## config.mk

```make
export PLATFORM = sky130hd
export DESIGN_NAME = xnor_equiv_sequencer
export DESIGN_NICKNAME = d
export VERILOG_FILES = /design/src/rtl/xnor_equiv_sequencer.sv
export SDC_FILE = /design/constraint.sdc
export NUM_CORES = 1
export LEC_CHECK = 0
export ABC_AREA = 1
export BUFFER_PORTS_ARGS = -buffer_cell sky130_fd_sc_hd__buf_4
export CAP_MARGIN = 20
export CORE_MARGIN = 4
export CORE_UTILIZATION = 49
export CTS_CLUSTER_DIAMETER = 50
export CTS_CLUSTER_SIZE = 30
export DETAILED_ROUTE_END_ITERATION = 10
export PLACE_DENSITY = 0.73
export SLEW_MARGIN = 30
export SYNTH_ARGS = -nofsm -noshare
export SYNTH_HDL_FRONTEND = slang
export SYNTH_SLANG_ARGS = --single-unit
```

## constraint.sdc

```tcl
create_clock -name clk -period 1.95 [get_ports clk]
set_clock_uncertainty 0.15 [all_clocks]
set_input_delay 0.2925 -clock clk [delete_from_list [all_inputs] [get_ports clk]]
set_output_delay 0.2925 -clock clk [all_outputs]
set_load 0.01 [all_outputs]
```

## src/rtl/xnor_equiv_sequencer.sv

```systemverilog
// Exhaustive equivalence sweep driving two N-input gate implementations in minterm order.
// Optional macro XNOR_EQUIV_STOP_ON_FAIL_EN: end the sweep at the first mismatching vector.
module xnor_equiv_sequencer #(
    parameter int N      = 2,
    parameter int SETTLE = 1
) (
    input  logic         clk,
    input  logic         rst_n,
    input  logic         start,
    input  logic         res_a,
    input  logic         res_b,
    output logic [N-1:0] drive_x,
    output logic         busy,
    output logic         sample,
    output logic         done,
    output logic         pass,
    output logic [N:0]   err_count,
    output logic [N-1:0] first_fail,
    output logic         first_fail_valid
);

    typedef enum logic [1:0] {S_IDLE, S_SETTLE, S_CHECK, S_DONE} state_t;

    localparam logic [N-1:0] LAST_X      = {N{1'b1}};
    localparam logic [3:0]   SETTLE_LAST = 4'(SETTLE - 1);

    state_t         r_state;
    logic [N-1:0]   r_drive_x;
    logic [N:0]     r_err_count;
    logic [N-1:0]   r_first_fail;
    logic           r_first_fail_valid;
    logic           r_pass;
    logic           r_busy;
    logic           r_sample;
    logic           r_done;
    logic [3:0]     r_cnt;

    state_t         w_state_next;
    logic [N-1:0]   w_drive_next;
    logic [N:0]     w_err_next;
    logic [N-1:0]   w_ff_next;
    logic           w_ffv_next;
    logic           w_pass_next;
    logic [3:0]     w_cnt_next;
    logic           w_mismatch;

    assign w_mismatch = res_a ^ res_b;

    always_comb begin
        w_state_next = r_state;
        w_drive_next = r_drive_x;
        w_err_next   = r_err_count;
        w_ff_next    = r_first_fail;
        w_ffv_next   = r_first_fail_valid;
        w_pass_next  = r_pass;
        w_cnt_next   = r_cnt;
        case (r_state)
            S_IDLE: begin
                if (start) begin
                    w_state_next = S_SETTLE;
                    w_drive_next = '0;
                    w_err_next   = '0;
                    w_ff_next    = '0;
                    w_ffv_next   = 1'b0;
                    w_pass_next  = 1'b0;
                    w_cnt_next   = '0;
                end
            end
            S_SETTLE: begin
                w_cnt_next = r_cnt + 4'd1;
                if (r_cnt == SETTLE_LAST) begin
                    w_state_next = S_CHECK;
                end
            end
            S_CHECK: begin
                if (w_mismatch) begin
                    w_err_next = r_err_count + (N+1)'(1);
                    if (!r_first_fail_valid) begin
                        w_ff_next  = r_drive_x;
                        w_ffv_next = 1'b1;
                    end
                end
`ifdef XNOR_EQUIV_STOP_ON_FAIL_EN
                if (w_mismatch || (r_drive_x == LAST_X)) begin
`else
                if (r_drive_x == LAST_X) begin
`endif
                    w_state_next = S_DONE;
                end else begin
                    w_state_next = S_SETTLE;
                    w_drive_next = r_drive_x + N'(1);
                    w_cnt_next   = '0;
                end
            end
            S_DONE: begin
                w_state_next = S_IDLE;
            end
            default: begin
                w_state_next = S_IDLE;
            end
        endcase
        // Verdict is registered on entry to DONE so it is visible alongside the done pulse.
        if (w_state_next == S_DONE) begin
            w_pass_next = (w_err_next == '0);
        end
    end

    always_ff @(posedge clk or negedge rst_n) begin
        if (!rst_n) begin
            r_state            <= S_IDLE;
            r_drive_x          <= '0;
            r_err_count        <= '0;
            r_first_fail       <= '0;
            r_first_fail_valid <= 1'b0;
            r_pass             <= 1'b0;
            r_busy             <= 1'b0;
            r_sample           <= 1'b0;
            r_done             <= 1'b0;
            r_cnt              <= '0;
        end else begin
            r_state            <= w_state_next;
            r_drive_x          <= w_drive_next;
            r_err_count        <= w_err_next;
            r_first_fail       <= w_ff_next;
            r_first_fail_valid <= w_ffv_next;
            r_pass             <= w_pass_next;
            r_busy             <= (w_state_next == S_SETTLE) || (w_state_next == S_CHECK);
            r_sample           <= (w_state_next == S_CHECK);
            r_done             <= (w_state_next == S_DONE);
            r_cnt              <= w_cnt_next;
        end
    end

    assign drive_x          = r_drive_x;
    assign busy             = r_busy;
    assign sample           = r_sample;
    assign done             = r_done;
    assign pass             = r_pass;
    assign err_count        = r_err_count;
    assign first_fail       = r_first_fail;
    assign first_fail_valid = r_first_fail_valid;

endmodule

```

==> summary.txt <==
Worst setup path
  • Worst setup path category: reg -> reg
  • CP endpoint kind: flip-flop
  • CP Data Required Time: 1990 ps
  • Max Fanout on Critical Path: 5
  • Startpoint type of the worst setup path: flip-flop
  • Critical Path AT: 1810 ps

Global route
  • Vias in the first global route: 690
  • Largest net degree at the start of global routing: 19
  • First-pass GRT wire length: 2880 µm
  • All-Layer GR Usage: 0.147
  • Initial antenna violation count: 0
  • Grt ovf: 0

Timing
  • Sum Neg Setup Slack: 0 ps
  • Slew HR: 0.833
  • Worst-margin pin slew: 250 ps
  • Crit share post-route: 0.907
  • Max-slew violations: 0
  • Min Tclk post-route: 1770 ps
  • RSZ-0062 raised after global routing: false
  • Endpoints failing setup: 0
  • Worst hold margin: 245 ps
  • Final count of hold timing violations: 0
  • F_max: 0.566 GHz

Clock tree
  • Postcts setup bufs: 0
  • Clock root cell: clkbuf_4
  • Clock insertion delay at the later pin of the skew report: 290 ps
  • CTS max path bufs: 2
  • Clk sinks: 18
  • CTS tree: built
  • H-Tree Level Count: 1
  • Cts bufs inserted: 3
  • Worst-path clk slew: 110 ps

Finish
  • Layout cells sized above 1: 0.278
  • Layout Cells excl Fill: 151
  • Area growth, synth to finish: 22.6%
  • Antenna Cells: 0
  • Layout Nets: 138

Flow run
  • Number of max-cap violations: 0

Synth
  • Mapped Nets: 115
  • Cell count after synthesis: 104
  • Yosys top cell by area: dfrtp_1
  • Yosys warning count: 0
  • Mean area per synthesized cell: 9.01 µm²
  • Top cell type's share of synthesized area: 0.481
  • #FFs+latches synth: 18
  • Sequential cell area fraction in the yosys report: 0.481
  • Mapped cell area: 937 µm²
  • Ranking of synthesized cells by area: dfrtp_1 48%, inv_1 9.2%, ha_1 8.0%
  • Number of distinct library cells after synthesis: 22

Place
  • Final HPWL DP: 1360 µm
  • Port Buf Inserts: 16
  • Placed cell count: 146
  • RD Place Congestion: 0.765

Power and ir drop
  • Leak: 0.646 nW
  • Power per cell area: 1400 mW/mm²
  • Combinational share of power: 0.460
  • Peak supply drop: 0.828 mV
  • Sw frac: 0.405
  • Psw: 0.000652 W
  • Clock power frac: 0.141
  • Reg power frac: 0.399
  • Internal: 0.000958 W

Floorplan
  • Die area: 0.00268 mm²
  • Ports: 17
  • Initial core utilization: 0.531
  • Die height: 51.7 µm
  • Core Region: 0.00176 mm²
  • Chip width: 51.7 µm
  • Num rows: 15

Detailed routing
  • DR pass1 iterations: 4
  • Via density: 4.72
  • DR vias: 712
  • Antenna viol nets, final: 0
  • Iteration-0 DRC Markers: 7
  • WL final: 1690 µm
  • DRC: 0
  • Wire per inst: 11.2 µm

Hold path
  • Hold Crit Class: in -> async

Status
  • Status: completed
power groups by stage:
| stage | registers [W] | logic [W] | clock network [W] |
|---|---|---|---|
| floorplan | 0.000680 | 0.000425 | 0 |
| global placement | 0.000640 | 0.000720 | 0 |
| detailed placement | 0.000646 | 0.000742 | 0 |
| CTS | 0.000640 | 0.000743 | 0.000230 |
| global route | 0.000664 | 0.000855 | 0.000249 |
| finish | 0.000642 | 0.000741 | 0.000227 |
per-stage QoR:
step,util,instance area (µm²),power [W],setup WS (ps)
after floorplan,-,937,0.00110,286
after global placement,0.621,1100,0.00136,221
after detailed placement,0.621,1100,0.00139,123
after CTS,0.648,1140,0.00161,103
after global routing,0.651,1150,0.00177,19.0
final,0.651,1150,0.00161,182
synthesized netlist by cell type:
cell and count:
inv_1 23, nor2_1 3, inv_2 2, a21oi_1 2, a22oi_2 1, nor2_2 2, nand4_1 2, o21ai_1 2
or2_2 1, o21ai_0 5, mux2i_1 1, dfrtp_1 18, nand2_1 16, nand3_4 1, nor2_8 1, o22ai_1 2
o21bai_2 1, xor2_1 1, nand2_2 4, nor3b_1 1, ha_1 6, nand3_1 9
layer usage:
metal,GRT usage,part of all wire,vias to the layer above,routed length [µm]
met2,0.233,0.47,13,798
li1,-,-,369,-
met1,0.185,0.46,328,780
met3,0.0487,0.056,2,94
met4,0.0524,0.0065,0,11
met5,0,0,-,0
final timing paths:
check	depth (start not counted)	endpoint	slack [ps]	startpoint
min	2	drive_x[1]	250	rst_n
max	8	pass	180	r_cnt[0]
min in group clk	3	r_state[0]	250	start
max reg2reg	8	pass	180	r_cnt[0]
min reg2reg	1	drive_x[0]	390	drive_x[0]
max in group asynchronous	2	r_cnt[0]	1210	rst_n
timing repair:
action	4_1_cts	5_1_grt
hold buffers	1	0
resized for setup	0	1
endpoints found under the setup margin	0	1
hold endpoints to repair	18	0
registers in the layout, summed over array words and instances (netlist names):
| name | cells |
|---|---|
| done | 1 |
| pass | 1 |
| first_fail_valid | 1 |
| first_fail | 2 |
| sample | 1 |
| r_state | 2 |
| r_cnt | 4 |
| busy | 1 |
| drive_x | 2 |
| err_count | 3 |
critical path: stages, from the launching register on:
cell and delay (ps):
dfrtp_1 410, inv_1 60, ha_1 190, nand3_1 110, nand2_1 60, a21oi_1 230, ha_1 230, nor3b_1 60
o21bai_2 170
area by class of cell:
type / instances / area [µm²]
inverters: 25 / 93.8
fillers: 158 / 616
repair buffers: 18 / 138
clock buffers: 4 / 36.3
well taps: 25 / 31.3
multi-input cells: 61 / 399
flip-flops and latches: 18 / 450
cells by family (layout without fill, tap and decap cells):
logic type                 Yosys count  count (layout)  share of synthesized area
adders and majority gates            6               6                     0.0801
xor gates and xnor gates             1               1                    0.00935
buffers and inverters               25              47                      0.100
DFF                                 18              18                      0.481
AOI/OAI and AO/OA                   13              13                     0.0868
and+or+nand+nor                     40              40                      0.232
muxes                                1               1                     0.0107
cells in the final DEF, fill, tap and decap left out, drive strengths merged:
cell and count:
inv 25, nand2 20, dfrtp 18, buf 17, nand3 10, o21ai 7
ha 6, nor2 6, clkbuf 4, a21oi 2, nand4 2, o22ai 2
a22oi 1, nor3b 1, o21bai 1, xor2 1, mux2i 1, or2 1
dlygate4sd3 1
(Power assumes the default switching activity.)
